**config.mk**
```make
export PLATFORM = sky130hd
export DESIGN_NAME = exec_controller_flat
export DESIGN_NICKNAME = d
export VERILOG_FILES = /design/src/rtl/exec_controller_if.sv /design/src/rtl/exec_controller.sv /design/src/flat_wrapper.sv
export SDC_FILE = /design/constraint.sdc
export NUM_CORES = 1
export LEC_CHECK = 0
export CORE_MARGIN = 5
export CORE_UTILIZATION = 45
export CTS_BUF_LIST = sky130_fd_sc_hd__clkbuf_2
export DETAILED_ROUTE_END_ITERATION = 10
export HOLD_SLACK_MARGIN = 0.06
export PLACE_DENSITY = 0.61
export SLEW_MARGIN = 20
export SYNTH_ARGS = -nofsm -noshare
export SYNTH_HDL_FRONTEND = slang
export SYNTH_SLANG_ARGS = --single-unit
```
**constraint.sdc**
```tcl
create_clock -name CLK -period 2.5 [get_ports CLK]
set_input_delay 0.375 -clock CLK [delete_from_list [all_inputs] [get_ports CLK]]
set_output_delay 0.375 -clock CLK [all_outputs]
set_load 0.01 [all_outputs]
```
**src/rtl/exec_controller_if.sv**
```systemverilog
// Control/status bundle between the front panel, Control decode and the execution controller.
// The controller takes the slave view; the panel/decode side (or a bench) takes the master view.
interface exec_controller_if;
  logic       Enter;
  logic [1:0] freq;
  logic       step_mode;
  logic       Input;
  logic       Output;
  logic       Halt;
  logic       cpu_en;
  logic       io_ack;
  logic [1:0] state;
  logic       waiting;

  modport master (
    output Enter, freq, step_mode, Input, Output, Halt,
    input  cpu_en, io_ack, state, waiting
  );

  modport slave (
    input  Enter, freq, step_mode, Input, Output, Halt,
    output cpu_en, io_ack, state, waiting
  );
endinterface

```
**src/rtl/exec_controller.sv**
```systemverilog
// Execution controller: paces instruction commits from a programmable divider and the Enter
// button, handling IN waits, single-step mode and HALT. All outputs are registered.
module exec_controller #(
  parameter int DIV1 = 4,
  parameter int DIV2 = 16,
  parameter int DIV3 = 64
) (
  input  logic              CLK,
  input  logic              reset,
  exec_controller_if.slave  bus
);

  localparam logic [23:0] LIM1_M1 = 24'(DIV1 - 1);
  localparam logic [23:0] LIM2_M1 = 24'(DIV2 - 1);
  localparam logic [23:0] LIM3_M1 = 24'(DIV3 - 1);

  typedef enum logic [1:0] {
    ST_RUN       = 2'b00,
    ST_WAIT_IN   = 2'b01,
    ST_STEP_WAIT = 2'b10,
    ST_HALTED    = 2'b11
  } state_e;

  state_e      state_r;
  state_e      state_nxt_s;
  logic        enter_s1_r;
  logic        enter_s2_r;
  logic        enter_s3_r;
  logic [1:0]  fill_r;
  logic        rise_s;
  logic [1:0]  freq_r;
  logic [23:0] cnt_r;
  logic [23:0] limit_m1_s;
  logic        tick_s;
  logic        cpu_en_nxt_s;
  logic        io_ack_nxt_s;
  logic        cpu_en_r;
  logic        io_ack_r;
  logic        waiting_r;
  logic        unused_output_s;

  // OUT needs no handshake: it commits like any ordinary instruction.
  assign unused_output_s = bus.Output;

  // Enter synchronizer and edge-detect pipeline
  always_ff @(posedge CLK) begin
    if (reset) begin
      enter_s1_r <= 1'b0;
      enter_s2_r <= 1'b0;
      enter_s3_r <= 1'b0;
      fill_r     <= 2'd0;
    end else begin
      enter_s1_r <= bus.Enter;
      enter_s2_r <= enter_s1_r;
      enter_s3_r <= enter_s2_r;
      if (fill_r != 2'd3) begin
        fill_r <= fill_r + 2'd1;
      end
    end
  end

  // Edges are only trusted once stage3 holds a real post-reset sample, so a button held
  // through reset release does not look like a fresh press.
  assign rise_s = enter_s2_r & ~enter_s3_r & (fill_r == 2'd3);

  // Divider limit for the registered rate select
  always_comb begin
    limit_m1_s = 24'd0;
    case (freq_r)
      2'b00:   limit_m1_s = 24'd0;
      2'b01:   limit_m1_s = LIM1_M1;
      2'b10:   limit_m1_s = LIM2_M1;
      2'b11:   limit_m1_s = LIM3_M1;
      default: limit_m1_s = 24'd0;
    endcase
  end

  assign tick_s = (freq_r == bus.freq) && (cnt_r >= limit_m1_s);

  // Next-state and commit decision
  always_comb begin
    state_nxt_s  = state_r;
    cpu_en_nxt_s = 1'b0;
    io_ack_nxt_s = 1'b0;
    case (state_r)
      ST_RUN: begin
        if (tick_s) begin
          if (bus.Halt) begin
            state_nxt_s = ST_HALTED;
          end else if (bus.Input) begin
            state_nxt_s = ST_WAIT_IN;
          end else if (bus.step_mode) begin
            state_nxt_s = ST_STEP_WAIT;
          end else begin
            cpu_en_nxt_s = 1'b1;
          end
        end else begin
          state_nxt_s = ST_RUN;
        end
      end
      ST_WAIT_IN: begin
        if (rise_s) begin
          cpu_en_nxt_s = 1'b1;
          io_ack_nxt_s = 1'b1;
          state_nxt_s  = bus.step_mode ? ST_STEP_WAIT : ST_RUN;
        end else begin
          state_nxt_s = ST_WAIT_IN;
        end
      end
      ST_STEP_WAIT: begin
        if (!bus.step_mode) begin
          state_nxt_s = ST_RUN;
        end else if (rise_s) begin
          // The press that reaches an IN only moves us to WAIT_IN; a second press commits it.
          if (bus.Halt) begin
            state_nxt_s = ST_HALTED;
          end else if (bus.Input) begin
            state_nxt_s = ST_WAIT_IN;
          end else begin
            cpu_en_nxt_s = 1'b1;
          end
        end else begin
          state_nxt_s = ST_STEP_WAIT;
        end
      end
      ST_HALTED: begin
        state_nxt_s = ST_HALTED;
      end
      default: begin
        state_nxt_s = ST_RUN;
      end
    endcase
  end

  // Rate divider; restarts on a rate change or any state change
  always_ff @(posedge CLK) begin
    freq_r <= bus.freq;
    if (reset) begin
      cnt_r <= 24'd0;
    end else if ((bus.freq != freq_r) || (state_nxt_s != state_r) || tick_s) begin
      cnt_r <= 24'd0;
    end else begin
      cnt_r <= cnt_r + 24'd1;
    end
  end

  // State register and registered outputs
  always_ff @(posedge CLK) begin
    if (reset) begin
      state_r   <= ST_RUN;
      cpu_en_r  <= 1'b0;
      io_ack_r  <= 1'b0;
      waiting_r <= 1'b0;
    end else begin
      state_r   <= state_nxt_s;
      cpu_en_r  <= cpu_en_nxt_s;
      io_ack_r  <= io_ack_nxt_s;
      waiting_r <= (state_nxt_s == ST_WAIT_IN) || (state_nxt_s == ST_STEP_WAIT);
    end
  end

  assign bus.cpu_en  = cpu_en_r;
  assign bus.io_ack  = io_ack_r;
  assign bus.state   = state_r;
  assign bus.waiting = waiting_r;

endmodule

```
**src/flat_wrapper.sv**
```systemverilog
// flat-port wrapper written by rule: the top's interface ports become plain ports
module exec_controller_flat 
#(
  parameter int DIV1 = 4,
  parameter int DIV2 = 16,
  parameter int DIV3 = 64
)
  (CLK, reset, bus_Enter, bus_freq, bus_step_mode, bus_Input, bus_Output, bus_Halt, bus_cpu_en, bus_io_ack, bus_state, bus_waiting);
  exec_controller_if bus_i ();
  input  logic CLK;
  input  logic reset;
  input wire logic [$bits(bus_i.Enter)-1:0] bus_Enter;
  input wire logic [$bits(bus_i.freq)-1:0] bus_freq;
  input wire logic [$bits(bus_i.step_mode)-1:0] bus_step_mode;
  input wire logic [$bits(bus_i.Input)-1:0] bus_Input;
  input wire logic [$bits(bus_i.Output)-1:0] bus_Output;
  input wire logic [$bits(bus_i.Halt)-1:0] bus_Halt;
  output wire logic [$bits(bus_i.cpu_en)-1:0] bus_cpu_en;
  output wire logic [$bits(bus_i.io_ack)-1:0] bus_io_ack;
  output wire logic [$bits(bus_i.state)-1:0] bus_state;
  output wire logic [$bits(bus_i.waiting)-1:0] bus_waiting;
  assign bus_i.Enter = bus_Enter;
  assign bus_i.freq = bus_freq;
  assign bus_i.step_mode = bus_step_mode;
  assign bus_i.Input = bus_Input;
  assign bus_i.Output = bus_Output;
  assign bus_i.Halt = bus_Halt;
  assign bus_cpu_en = bus_i.cpu_en;
  assign bus_io_ack = bus_i.io_ack;
  assign bus_state = bus_i.state;
  assign bus_waiting = bus_i.waiting;
  exec_controller #(.DIV1(DIV1), .DIV2(DIV2), .DIV3(DIV3)) u_core (.CLK(CLK), .reset(reset), .bus(bus_i));
endmodule
```
## After elaboration in Yosys (flattened, before gate mapping)

Index checks and enable logic that the tools add are counted.

| operators by class | value |
|---|---|
| add/subtract/negate cells | 2 |
| equal/unequal tests | 13 |
| bitwise logic cells | 4 |
| muxes and demuxes | 22 |
| order comparisons | 1 |
| reduce and logical (&&, ||, !) cells | 8 |

Operators with widths:

| kind | number |
|---|---|
| $pmux W24 S4 | 1 |
| $add A24 B1 Y24 const B | 1 |
| $ge A24 B24 Y1 | 1 |
| $mux W2 | 10 |
| $eq A2 B2 Y1 const B | 6 |
| $mux W1 | 9 |
| $pmux W2 S4 | 1 |
| $eq A2 B1 Y1 const B | 3 |
| $logic_not A2 Y1 | 2 |
| $ne A2 B2 Y1 | 2 |
| $reduce_or A2 Y1 | 2 |
| $logic_or A1 B1 Y1 | 3 |
| $pmux W1 S3 | 1 |
| $add A2 B1 Y2 const B | 1 |
| $and A1 B1 Y1 | 2 |
| $eq A2 B2 Y1 | 1 |
| $ne A2 B2 Y1 const B | 1 |
| $not A1 Y1 | 2 |
| $logic_and A1 B1 Y1 | 1 |

| storage, ports and cells | value |
|---|---|
| logic and storage cells | 60 |
| output and inout port bits | 5 |
| flip-flop bits (word level) | 36 |
| input bits | 9 |

## Depth between registers and ports, before layout

Gate-level depths: netlist (run 1).

| logic depth | value |
|---|---|
| depth after elaboration | 10 |
| depth in mapped cells | 8 |
| mapped depth without buffers | 8 |

## Least setup slack after synthesis (run 1)

No wires, ideal clock.

| timing path | value |
|---|---|
| kind | reg-to-reg |
| from | register u_core.freq_r[0] |
| to | register u_core.cnt_r[2] |
| cell stages (with the launch flop) | 8 |
| data arrival time | 1.887 ns |
| buffers on the path | 0 |
| required time | 2.432 ns |
| library setup time | 0.068 ns |
| clock period less this slack | 1.955 ns |
| setup slack | 0.545 ns |
| path through | dfxtp_1 or2_2 ha_1 nor3b_1 o21ai_1 a211o_1 nand4b_1 nor2_1 |

| on the way | value |
|---|---|
| word-level cells in the longest chain between the ends | 10 |
| elaborated cells on any way between the ends | 15 |
| those cells by class | order compare: 1; eq/ne: 6; mux: 3; reduce/logical: 5 |

Ends and longest elaborated chain:

| item | RTL line | text |
|---|---|---|
| start: declaration | exec_controller.sv:31 | `logic [1:0] freq_r;` |
| start signal: assignment | exec_controller.sv:137 | `freq_r <= bus.freq;` |
| $eq A2 B2 Y1 (tied with other cells) | exec_controller.sv:69 | `case (freq_r)` |
| $pmux W24 S4 | exec_controller.sv:69 |  |
| $ge A24 B24 Y1 | exec_controller.sv:78 | `assign tick_s = (freq_r == bus.freq) && (cnt_r >= limit_m1_s);` |
| $logic_and A1 B1 Y1 | exec_controller.sv:78 |  |
| $mux W2 | exec_controller.sv:87 | `if (tick_s) begin` |
| $pmux W2 S4 | exec_controller.sv:85 | `case (state_r)` |
| $ne A2 B2 Y1 | exec_controller.sv:140 | `end else if ((bus.freq != freq_r) \|\| (state_nxt_s != state_r) \|\| tick_s) begin` |
| $logic_or A1 B1 Y1 | exec_controller.sv:140 |  |
| $logic_or A1 B1 Y1 (*) | exec_controller.sv:140 |  |
| $reduce_or A2 Y1 (no source line) (*) | n/a |  |
| end signal: assignment | exec_controller.sv:143 | `cnt_r <= cnt_r + 24'd1;` |
| end: declaration | exec_controller.sv:32 | `logic [23:0] cnt_r;` |

Every way passes the cells marked *; elsewhere a longest branch is shown, timed or not. The select of a mux whose other input is x is not followed.
A chain may end at the register's enable or synchronous reset.

## Worst setup path after layout (run 1)

| timing path | value |
|---|---|
| from | register u_core.freq_r[0] |
| to | register u_core.cnt_r[5] |

The elaborated chain is that of the path after synthesis.

==> flow_summary.yaml, run 1 <==
routing:
  wire_per_inst_um: 11.4
  first_iter_violations: 66
  drc: 0
  vias_per_cell: 4.97
  first_pass_iters: 4
  finalWirelength_um: 2490
  vias: 1088
  ant_nets: 0
floorplan:
  dieArea_um2: 4360
  ios: 14
  coreArea_um2: 3030
  die-height_um: 66.0
  rows: 20
  die_w_um: 66.0
  start_util_pct: 46.6
hold_path:
  hp-class: "reg -> reg"
worst_setup_path:
  crit_fanout: 7
  critPathKind: "reg -> reg"
  slowest_stage: "nand4b_1"
  cp-start-kind: "flip-flop"
  end_kind: "flip-flop"
  path_cells: "or2_2, ha_1, nor3b_1, o21ai_1, a211o_1, nand4b_1, nor2_1"
  cpPeakStageDelay_ns: 0.41
  required_ns: 2.80
  crit_arrival_ns: 2.59
global_routing:
  grt_pass1_wl_um: 4400
  grt_max_degree: 15
  antenna_found_initial: 0
  grt_pass1_vias: 1018
  gr-total-overflow: 0
  grt.total_usage_pct: 13.2
clocking:
  cts_hold_buf: 0
  cts_max_level: 2
  cts_resized: 0
  max-clock-path-buffers: 2
  clockRootBuffer: "clkbuf_2"
  clock_latency_ns: 0.35
  clk_pin_slew_ns: 0.16
  cts.sinks: 36
  cts_made_buffers: 5
  cts_tree: "built"
  cts_setup_buffers: 0
pwr:
  peakVddDrop_v: 0.000269
  p_leak_nw: 0.675
  power.density_nw_per_um2: 579
synth:
  synth_seq_cells: 36
  synth.largest_area_cell: "dfxtp_1"
  netlist.area_leader.share_pct: 51.1
  yosysWarnings: 0
  synthTopCellsByArea: "dfxtp_1, ha_1, nor2_1"
  synth_seq_area_share_pct: 51.1
  avgSynthCellArea_um2: 9.87
  synthesis.area_um2: 1410
  synth_cell_types: 40
  synthCells: 143
placement:
  pre_cts_slack_ns: 0.169
  dp_hpwl_um: 1840
  gp_congestion: 0.763
  placed_cells: 212
  port_buffers: 12
sta:
  fin_setup_tns_ns: 0
  finalSetupViolCount: 0
  period_needed_ns: 2.30
  slew_viol_final: 0
  fin_skew_ns: 0.0118
  setup_slack_ns: 0.204
  fin_crit_sh_pct: 91.8
  hold_violations: 0
  rsz0062_at_grt: "no"
  fmaxAchievable_mhz: 436
cells_and_area:
  final_common_cell: "dfxtp_1"
  final_nets: 192
  antenna_cells: 0
  instances_no_fill: 219
  syn_to_final_growth_pct: 18.4
  final_cell_mix: "dfxtp_1, nor2_1, conb_1"
  drive_gt1_share_pct: 5.14
run:
  drv_cap: 0
outcome:
  status: "completed"
## layer usage
| layer | vias to the layer above | share of wire, % | track usage, % |
|---|---|---|---|
| li1 | 556 | - | - |
| met3 | 7 | 5.5 | 5.44 |
| met1 | 494 | 46 | 15.5 |
| met4 | 0 | 1.6 | 5.58 |
| met2 | 31 | 47 | 21.2 |
| met5 | - | 0 | 0 |
## cell usage after synthesis
cell,number
nor3_1,3
clkbuf_1,4
nor2_1,19
or2_2,1
a311oi_1,2
o32a_1,1
o21ai_0,6
a211oi_1,2
xnor2_1,3
a2111oi_0,1
and3b_1,1
nand2_1,6
nand3b_1,1
and3_1,2
a31oi_1,2
a211o_1,1
nand3_1,2
o221a_1,1
xor2_1,5
nand4b_1,2
nor4_1,5
nor2b_1,5
o31ai_1,1
and4b_1,1
nand4_1,1
mux2i_1,1
inv_1,5
nor3b_1,1
o211a_1,1
a21oi_1,4
ha_1,8
o21ba_2,1
dfxtp_1,36
a221oi_1,2
or3b_1,1
o21ai_1,1
buf_4,1
conb_1,1
a31o_1,1
nand2b_1,1
## sequential cells by signal (all words and copies together), names as in the netlist
| name | flops |
|---|---|
| u_core.bus.waiting | 1 |
| u_core.fill_r | 2 |
| u_core.bus.io_ack | 1 |
| u_core.enter_s3_r | 1 |
| u_core.cnt_r | 24 |
| u_core.freq_r | 2 |
| u_core.enter_s1_r | 1 |
| u_core.bus.state | 2 |
| u_core.enter_s2_r | 1 |
| u_core.bus.cpu_en | 1 |
## logic make-up (layout without fill, tap and decap cells)
group	Yosys count	in the layout	synth area share, %
AND/OR/NAND/NOR	52	52	19.3
flip-flops	36	36	51.1
AO/OA/AOI/OAI	27	27	13.7
buffers and inverters	10	26	2.93
adder cells (fa/ha/maj)	8	8	7.09
XOR/XNOR	8	8	4.96
other	1	17	0.266
multiplexers	1	1	0.709
## where the power goes
group          internal, W  total [W]  switching, W
clock            0.0000578   0.000228      0.000170
sequential        0.000605   0.000621     0.0000162
combinational    0.0000591   0.000118     0.0000588
## path summary, 6_finish.rpt
| path | start | endpoint | slack (ns) | depth (start not counted) |
|---|---|---|---|---|
| max | u_core.freq_r[0] | u_core.cnt_r[5] | 0.20 | 7 |
| min | u_core.enter_s1_r | u_core.enter_s2_r | 0.46 | 1 |
| max reg2reg | u_core.freq_r[0] | u_core.cnt_r[5] | 0.20 | 7 |
| min reg2reg | u_core.enter_s1_r | u_core.enter_s2_r | 0.46 | 1 |
## through the flow
stage	hold WS, ns	util (%)	power (W)	area (um2)
5_1_grt	0.450	55.2	0.00104	1670
2_1_floorplan	0.403	-	0.000709	1470
3_3_place_gp	0.422	54.1	0.000745	1640
3_5_place_dp	0.430	54.1	0.000752	1640
4_1_cts	0.461	55.2	0.000982	1670
6_report	0.458	55.2	0.000967	1670
## layout make-up
| class | instances | area [um2] |
|---|---|---|
| clock buffers | 5 | 25.0 |
| clock inverters | 2 | 7.51 |
| fillers | 291 | 1360 |
| inverters | 5 | 18.8 |
| multi-input cells | 113 | 709 |
| flip-flops and latches | 36 | 721 |
| well taps | 44 | 55.1 |
| repair buffers | 14 | 135 |
## critical path: cells and delay by family (launching register included)
| family | cells | cell delay, ns |
|---|---|---|
| fa+ha+maj | 1 | 0.29 |
| compound gates | 2 | 0.48 |
| flops | 1 | 0.36 |
| simple gates | 4 | 1.13 |
(Power assumes the default switching activity.)
==> inputs of run 2 (changes only) <==
Settings changed: CAP_MARGIN set to 20, SLEW_MARGIN 20 to not set.
==> results of run 2 <==
No change in the layout: final DEF, timing and power equal those of run 1.
==> inputs of run 3 (changes only) <==
Settings changed: CORE_UTILIZATION 45 to 34, PLACE_DENSITY 0.61 to 0.5, SLEW_MARGIN set to 30.
Clock period 2.5 ns to 1.97 ns, I/O delays scaled along.
==> run 3 against run 2 <==
Effect of this change: global-route usage decreased by 2.5 points; first-iteration DRC count increased by 3.0%; critical endpoint is now u_core.bus.waiting; non-clock buffer count increased by 6; sequential cell count unchanged; wire length increased by 1.0%; critical path depth increased by 1; highest routed layer unchanged.
==> flow_summary.yaml, run 3 (synthesis gave the netlist of run 1 again) <==
clocking:
  clockRootBuffer: "clkbuf_2"
  cts_hold_buf: 0
  cts.sinks: 36
  cts_tree: "built"
  cts_made_buffers: 5
  max-clock-path-buffers: 2
  clk_pin_slew_ns: 0.17
  cts_max_level: 2
  clock_latency_ns: 0.37
worst_setup_path:
  ff2ff_path_depth: 8
  crit_fanout: 4
  path_cells: "or2_4, ha_4, nor3b_2, o21ai_1, a211o_1, buf_6, a311oi_2, a211oi_2"
  crit_arrival_ns: 2.20
  r2r_start: "u_core.freq_r[0]"
  end_kind: "flip-flop"
  critPathKind: "reg -> reg"
  startpoint: "u_core.freq_r[0]"
  cp.depth: 8
  crit_family: "compound AO/OA/AOI/OAI gates"
  required_ns: 2.21
  cpPeakStageDelay_ns: 0.35
  slowest_stage: "dfxtp_2"
  cp_num_buf_inv: 1
  cp-start-kind: "flip-flop"
global_routing:
  grt.total_usage_pct: 10.7
  grt_pass1_vias: 1064
  grt_pass1_wl_um: 4530
  gr-total-overflow: 0
  grt_max_degree: 15
  antenna_found_initial: 0
sta:
  rsz0062_at_grt: "yes"
  period_needed_ns: 1.95
  fin_crit_sh_pct: 99.2
  finalSetupViolCount: 0
  fmaxAchievable_mhz: 512
  slew_viol_final: 0
  fin_skew_ns: 0.0228
  hold_violations: 0
floorplan:
  dieArea_um2: 5540
  ios: 14
  coreArea_um2: 4000
  die_w_um: 74.4
  start_util_pct: 35.3
  die-height_um: 74.4
  rows: 23
routing:
  finalWirelength_um: 2510
  vias_per_cell: 4.66
  first_iter_violations: 68
  dr_wl_met2_um: 1120
  vias: 1081
  drc: 0
  first_pass_iters: 4
  top_layer_used: "met4"
  met3_length_um: 97
  ant_nets: 0
  wire_per_inst_um: 10.8
  drt-met1-wl_um: 1250
cells_and_area:
  instances_no_fill: 232
  utilization_pct: 45.4
  final_cell_mix: "dfxtp_1, conb_1, nor2_1"
  drive_gt1_share_pct: 16.5
  syn_to_final_growth_pct: 28.5
  final_nets: 198
  antenna_cells: 0
  largest-register: "u_core.cnt_r"
  final_common_cell: "dfxtp_1"
  largest_reg_flops: 24
placement:
  gp_congestion: 0.854
  port_buffers: 12
  dp_hpwl_um: 1830
  placed_cells: 224
pwr:
  power.density_nw_per_um2: 705
  p_leak_nw: 0.712
  peakVddDrop_v: 0.000477
hold_path:
  min_path_cells: 1
  hp-class: "in -> reg"
  hp-start: "bus_freq[0]"
run:
  drv_cap: 0
outcome:
  status: "completed"
==> run 3: area by class of cell <==
class	instances	area, um2
Tap cell	50	62.6
Inverter	5	18.8
Fill cell	400	2190
Multi-Input combinational cell	113	781
Clock inverter	2	11.3
Clock buffer	6	30.0
Timing Repair Buffer	20	188
Sequential cell	36	723
==> run 3: worst paths after layout <==
check                                           to  slack [ns]
worst max-delay path            u_core.bus.waiting        0.02
worst max register to register  u_core.bus.waiting        0.02
worst min register to register   u_core.enter_s2_r        0.46
worst min-delay path              u_core.freq_r[0]        0.42
==> run 3: repair_timing <==
action,4_1_cts,5_1_grt
endpoints found under the setup margin,11,11
pin swaps,5,6
endpoints found under the hold margin,0,0
resized for setup,10,10
setup buffers,0,0
==> run 3: metal layers <==
layer / global-route usage, % / vias up
met5: 0 / -
met4: 5.34 / 0
met3: 3.38 / 5
met2: 16.5 / 15
met1: 13.5 / 493
li1: - / 568
==> run 3: metrics by stage <==
step	hold slack [ns]	setup WS [ns]	total power [W]	TNS, ns	instance area, um2
4_1_cts	0.376	-0.00812	0.00130	-0.00812	1780
3_5_place_dp	0.431	-0.190	0.000959	-1.01	1690
2_1_floorplan	0.323	0.0149	0.000900	0	1470
3_3_place_gp	0.418	-0.178	0.000954	-0.520	1690
5_1_grt	0.364	-0.106	0.00136	-0.231	1810
6_report	0.416	0.0153	0.00128	0	1810
==> run 3: worst register-to-register path, stage by stage (launching register included) <==
cell and delay (ns):
dfxtp_2 0.35, or2_4 0.26, ha_4 0.24, nor3b_2 0.17, o21ai_1 0.10, a211o_1 0.31, buf_6 0.14, a311oi_2 0.21
a211oi_2 0.07
==> run 3: report_power, final <==
group | internal [W] | total [W] | switching, W
Combinational | 0.0000856 | 0.000168 | 0.0000822
Clock | 0.0000890 | 0.000325 | 0.000236
Sequential | 0.000768 | 0.000787 | 0.0000189
